### config.mk
export PLATFORM = sky130hd
export DESIGN_NAME = operand_select_decoder
export DESIGN_NICKNAME = d
export VERILOG_FILES = /design/src/rtl/operand_select_decoder_pkg.sv /design/src/rtl/operand_select_decoder_imm_field_extract.sv /design/src/rtl/operand_select_decoder.sv
export SDC_FILE = /design/constraint.sdc
export NUM_CORES = 1
export LEC_CHECK = 0
export CORE_ASPECT_RATIO = 1.5
export CORE_MARGIN = 10
export CORE_UTILIZATION = 46
export DETAILED_ROUTE_END_ITERATION = 6
export HOLD_SLACK_MARGIN = 0.03
export PLACE_DENSITY_LB_ADDON = 0.25
export SLEW_MARGIN = 20
export SYNTH_ARGS = -nofsm -noshare
export SYNTH_HDL_FRONTEND = slang
export SYNTH_HIERARCHICAL = 1
export SYNTH_SLANG_ARGS = --single-unit
### constraint.sdc
create_clock -name clk -period 1.1 [get_ports clk]
set_input_delay 0.165 -clock clk [delete_from_list [all_inputs] [get_ports clk]]
set_output_delay 0.165 -clock clk [all_outputs]
set_load 0.01 [all_outputs]
### src/rtl/operand_select_decoder_pkg.sv
// Shared opcode, second-operand select and ID/EX slot definitions for operand_select_decoder.
package operand_select_decoder_pkg;

    localparam logic [6:0] OP_R      = 7'b0110011;
    localparam logic [6:0] OP_IALU   = 7'b0010011;
    localparam logic [6:0] OP_LOAD   = 7'b0000011;
    localparam logic [6:0] OP_STORE  = 7'b0100011;
    localparam logic [6:0] OP_BRANCH = 7'b1100011;
    localparam logic [6:0] OP_LUI    = 7'b0110111;
    localparam logic [6:0] OP_AUIPC  = 7'b0010111;
    localparam logic [6:0] OP_JAL    = 7'b1101111;
    localparam logic [6:0] OP_JALR   = 7'b1100111;

    typedef enum logic [2:0] {
        SI_PB    = 3'b000,
        SI_IMM_I = 3'b001,
        SI_IMM_S = 3'b010,
        SI_IMM20 = 3'b011,
        SI_AUIPC = 3'b100,
        SI_PC    = 3'b101
    } si_t;

    typedef enum logic {
        SLOT_EMPTY = 1'b0,
        SLOT_FULL  = 1'b1
    } slot_t;

    function automatic logic [31:0] sext12(input logic [11:0] v);
        return {{20{v[11]}}, v};
    endfunction

endpackage

### src/rtl/operand_select_decoder_imm_field_extract.sv
// Combinational decode of the second-operand select and immediate fields from an instruction word.
module imm_field_extract
    import operand_select_decoder_pkg::*;
(
    input  logic [31:0] instr,
    output logic [2:0]  si,
    output logic [31:0] imm12_i,
    output logic [31:0] imm12_s,
    output logic [19:0] imm20,
    output logic        known
);

    always_comb begin
        si    = SI_PB;
        known = 1'b1;
        case (instr[6:0])
            OP_R, OP_BRANCH:          si = SI_PB;
            OP_IALU, OP_LOAD, OP_JALR: si = SI_IMM_I;
            OP_STORE:                 si = SI_IMM_S;
            OP_LUI:                   si = SI_IMM20;
            OP_AUIPC:                 si = SI_AUIPC;
            OP_JAL:                   si = SI_PC;
            default:                  known = 1'b0;
        endcase
    end

    assign imm12_i = sext12(instr[31:20]);
    assign imm12_s = sext12({instr[31:25], instr[11:7]});
    assign imm20   = instr[31:12];

endmodule

### src/rtl/operand_select_decoder.sv
// ID/EX register for second-operand controls with reset > flush > stall > load priority.
// Optional macro DECODE_ILLEGAL_EN enables flagging of unrecognised opcodes.
module operand_select_decoder
    import operand_select_decoder_pkg::*;
(
    input  logic        clk,
    input  logic        reset,
    input  logic        in_valid,
    input  logic [31:0] instr,
    input  logic [31:0] pc_in,
    input  logic        stall,
    input  logic        flush,
    output logic        out_valid,
    output logic [2:0]  Si,
    output logic [31:0] imm12_I,
    output logic [31:0] imm12_S,
    output logic [19:0] imm20,
    output logic [31:0] PC,
    output logic        illegal
);

`ifdef DECODE_ILLEGAL_EN
    localparam bit ILLEGAL_EN = 1'b1;
`else
    localparam bit ILLEGAL_EN = 1'b0;
`endif

    logic [2:0]  si_d;
    logic [31:0] imm_i_d;
    logic [31:0] imm_s_d;
    logic [19:0] imm20_d;
    logic        known_d;
    logic        flag_illegal;

    slot_t       state;
    logic [2:0]  si_q;
    logic [31:0] imm_i_q;
    logic [31:0] imm_s_q;
    logic [19:0] imm20_q;
    logic [31:0] pc_q;
    logic        illegal_q;

    imm_field_extract u_extract (
        .instr   (instr),
        .si      (si_d),
        .imm12_i (imm_i_d),
        .imm12_s (imm_s_d),
        .imm20   (imm20_d),
        .known   (known_d)
    );

    // Without the feature this folds to 0, so illegal_q never leaves its reset value.
    assign flag_illegal = ILLEGAL_EN && in_valid && !known_d;

    always_ff @(posedge clk) begin
        if (reset || flush) begin
            state     <= SLOT_EMPTY;
            si_q      <= '0;
            imm_i_q   <= '0;
            imm_s_q   <= '0;
            imm20_q   <= '0;
            pc_q      <= '0;
            illegal_q <= 1'b0;
        end else if (!stall) begin
            si_q      <= si_d;
            imm_i_q   <= imm_i_d;
            imm_s_q   <= imm_s_d;
            imm20_q   <= imm20_d;
            pc_q      <= pc_in;
            illegal_q <= flag_illegal;
            state     <= (in_valid && !flag_illegal) ? SLOT_FULL : SLOT_EMPTY;
        end
    end

    assign out_valid = (state == SLOT_FULL);
    assign Si        = si_q;
    assign imm12_I   = imm_i_q;
    assign imm12_S   = imm_s_q;
    assign imm20     = imm20_q;
    assign PC        = pc_q;
    assign illegal   = illegal_q;

endmodule

After elaboration in Yosys (flattened, before gate mapping)
Cells that the tools add are included.

cells by class
  mux-type cells = 2
  equal/unequal tests = 7
  reductions and logical operators = 2

operators with widths
  kind                number
  $pmux 3 s5          1
  $eq 7x5->1 const B  2
  $eq 7x6->1 const B  2
  $eq 7x7->1 const B  2
  $eq 7x2->1 const B  1
  $reduce_or 3->1     1
  $logic_or 1x1->1    1
  $mux 1              1

storage, ports and cells
  output and inout bits = 121
  register bits = 80
  bits of input ports = 69
  word-level logic and storage cells = 17

Logic depth before layout (Yosys ltp)
  depth in word-level cells = 3
  depth in mapped cells = 5
  gate-level depth less buffers = 5

Cells and area by module
Netlist, hierarchy kept.

modules (own cells, without submodules)
  module                  cells each  area each (um2)  instances
  operand_select_decoder  390         4383.0           1
  imm_field_extract       102         734.5            1

Worst setup path after synthesis
OpenSTA, ideal clock, no wires.

  path type = input port to flip-flop
  from = input stall
  to = register pc_q[12], in the netlist PC[12]
  slack = 0.195 ns
  stages = 5
  data arrival time = 0.788 ns
  setup time = 0.117 ns
  cell sequence = buf_4 buf_12 buf_12 mux2i_1 nor2_1

RTL lines
  what                  RTL line                      source
  start, declared       operand_select_decoder.sv:11  input logic stall,
  end signal, assigned  operand_select_decoder.sv:69  pc_q <= pc_in;
  end, declared         operand_select_decoder.sv:40  logic [31:0] pc_q;

Worst setup path in the final report
  from = register imm_s_q[6], in the netlist imm12_S[6]
  to = output imm12_S[6]

RTL lines
  what                    RTL line                      source
  start, declared         operand_select_decoder.sv:38  logic [31:0] imm_s_q;
  start signal, assigned  operand_select_decoder.sv:67  imm_s_q <= imm_s_d;
  end, declared           operand_select_decoder.sv:16  output logic [31:0] imm12_S,

No word-level cell between the ends.

==> impl.org <==
** Synth
- After synthesis the cells add up to a little over 5000 um2.
- Synthesis produced 488 cells.
- In this run the mean area of a mapped cell was 10.4 um2.
- Syn nets :: 557
- Count of synthesis-stage warnings from yosys :: 6

** Die
- Area of the die :: ~16000 um2
- Number of rows created at floorplan :: 47
- The die is roughly 110 um wide.
- The total area inside the core boundary comes to 10900 um2.
- The floorplan step set the die height to 149 um.
- 190 I/O pins were placed.
- Starting density of the core :: 0.466

** Routing
- Summing over every cut layer, the via total after detailed routing is 3478.
- Total DRC errors in the routed layout :: 0
- The count of nets left with antenna violations once routing finished came out at 0.
- Number of DRC markers in iteration 0 :: 90
- Average vias per placed instance :: 4.63
- DR pass1 iterations :: 5
- Detailed-route wire length :: approximately 12000 um
- After detailed routing, the average wire length per cell comes to 16.0 um.

** Hold path
- The tightest min-delay check is of the primary input to flip-flop type.
- Critical hold path startpoint :: stall

** Cells and area
- In the final layout, flip-flops and latches occupy 2410 um2.
- Count of fill cells added during filler insertion :: around 1000
- Multi-input gate area :: 1750 um2
- The area growth from synthesis to layout is 27.0%.
- At the end of the flow the core is filled with cells to 0.592.
- The library cell used most frequently in the layout, excluding fill and tap cells, is nor2_1.
- The top cell types in the final layout, fill and taps aside, are nor2_1 (121), mux2i_1 (120), dfxtp_1 (114), buf_2 (113), clkdlybuf4s50_1 (67).
- Once layout is done, the placed cells without fillers occupy 6480 um2.
- Of the cells placed in the final design, the portion with a size suffix greater than 1 is 0.278.
- The repair_antennas step left the layout with diodes totalling 0.
- After the last flow step, the layout net total stands at 662.

** GRT
- First-pass GRT wire length :: 18900 um
- The initial antenna violation count was 0.
- Busiest layer in global routing :: met2
- Entering global routing, the biggest net connects 44 pins.
- Number of global-route vias before repair :: 3604
- In the global route stage, met3 resource usage came out at 0.0809.
- Tot GR Track Use :: 0.151
- Final global-route overflow total :: 0
- For met1 alone, demand over resource in global routing was 0.145.
- Met2 Usage GRT :: 0.259

** Power and ir drop
- Pint :: ~9.3 mW
- For this design the total switching power over the nets is 2.40 mW.
- Sequential power share :: 0.390
- Summed over all cells, the static leakage comes to 3.19 nW.
- In this run the power density over the cells is between 1500 and 2000 nW/um2.
- Share of power burned in the clock network :: 0.517
- Share of total power in combinational logic :: 0.094
- VDD sags by at most between 0.001 and 0.0015 V.
- Of the total power, the share spent switching nets is 0.205.

** STA
- Post-layout min period :: roughly 1.1 ns
- The final hold violation count was 0.
- Setup repair after global routing missed its margin :: false
- For this run, the top clock speed supported by timing is ~940 MHz.
- Of the available clock period, the critical path in the final layout requires 0.965.
- Setup violations remaining at the end of the flow were counted as 0.
- Setup slack of the critical path after layout :: 0.0386 ns
- Final total negative setup slack :: 0 ns
- The final-report max-slew violation count was 0.
- Hold is met by 0.250 ns.
- Across the routed clock network, the largest skew measured is 0 ns.

** Place
- Last weighted congestion value of the routability-driven placer :: around 0.8
- Detailed placement finished with a half-perimeter wire length of 8950 um.
- Quantity of I/O buffers inserted on ports :: 188
- Once placement finished, the instance area stood at 6380 um2.
- Worst slack after detailed placement :: -0.308 ns

** Setup path
- Slowest stage delay, CP :: between 0.3 and 0.4 ns
- Counting both buffers and inverters, the worst setup path holds a total of 1.
- Critical path endpoint category :: primary output
- Cell type of the slowest stage on the worst timing path :: dfxtp_1
- CP top delay family :: flip-flops
- Type of the worst setup path :: flip-flop to primary output
- Startpoint class of the critical path :: flip-flop
- Critical Path AT :: 0.90 ns
- In this run the worst path has a maximum fanout of 2.
- Worst setup path startpoint :: imm12_S[6]
- The signal on the critical path passes through buf_2.
- Required arrival time at the worst endpoint :: 0.94 ns
- Launching point of the worst reg2reg path :: imm12_S[4]

** CTS
- The tree built by TritonCTS fans out to 120 sinks.
- The clock reaches the later pin of the worst-skew pair after approximately 0.4 ns.
- CTS root buffer :: clkbuf_16
- After clock tree synthesis, the clock-pin slew on the worst setup and hold paths is 0.05 ns.
- Number of buffers between clock root and the deepest sink :: 2
- For this design, the CTS-stage hold fixing added 0 buffers.
- Counting the buffers created by CTS gives 17.
- TritonCTS clock tree :: done
- Depth of the CTS H-tree :: 4

** Run status
- Status :: completed

** Flow run
- Number of max-cap violations :: 0
-- worst paths after layout --
path                       to  slack (ns)  depth (start not counted)
setup reg to reg   imm12_S[4]        0.47                          2
hold reg to reg   imm12_I[13]        0.48                          2
setup / recovery   imm12_S[6]        0.04                          1
hold / removal    imm12_I[21]        0.25                          4
-- tightest hold or removal path, delay by kind of cell --
kind,cells,cell delay (ns)
buf+inv,2,0.29
mux,1,0.09
simple gates,1,0.07
-- layout make-up --
type                    count  share of cell area
multi-input cells         255               0.270
clock buffers              22              0.0748
flip-flops and latches    120               0.372
well taps                 147              0.0284
clock inverters             8              0.0259
inverters                   1            0.000580
repair buffers            198               0.229
-- what timing repair did --
item	CTS	global route
setup buffers	0	0
gates resized for setup	482	11
setup endpoints to repair	120	11
-- stage by stage --
| step | power [mW] | std cells |
|---|---|---|
| 3_3_place_gp | 5.86 | 721 |
| 5_1_grt | 12.2 | 751 |
| 2_1_floorplan | 5.49 | 488 |
| 3_5_place_dp | 5.89 | 721 |
| 6_report | 11.7 | 751 |
| 4_1_cts | 11.9 | 751 |
-- power groups by stage --
stage | registers (mW) | logic (mW) | clock network [mW]
6_report | 4.56 | 1.10 | 6.05
5_1_grt | 4.58 | 1.19 | 6.39
4_1_cts | 4.56 | 1.11 | 6.18
3_5_place_dp | 4.66 | 1.23 | 0
3_3_place_gp | 4.65 | 1.21 | 0
2_1_floorplan | 4.72 | 0.771 | 0
-- flip-flops by register name, summed over array words and instances, names as in the netlist --
signal	cells
imm12_S	32
Si	3
imm20	20
PC	32
imm12_I	32
out_valid	1
-- layer usage --
metal | up-vias | wire length (um)
met1 | 1615 | 4380
met4 | 0 | 251
met3 | 17 | 1180
li1 | 1717 | -
met5 | - | 0
met2 | 129 | 6180
No activity file was read; power rests on OpenSTA's default activity.
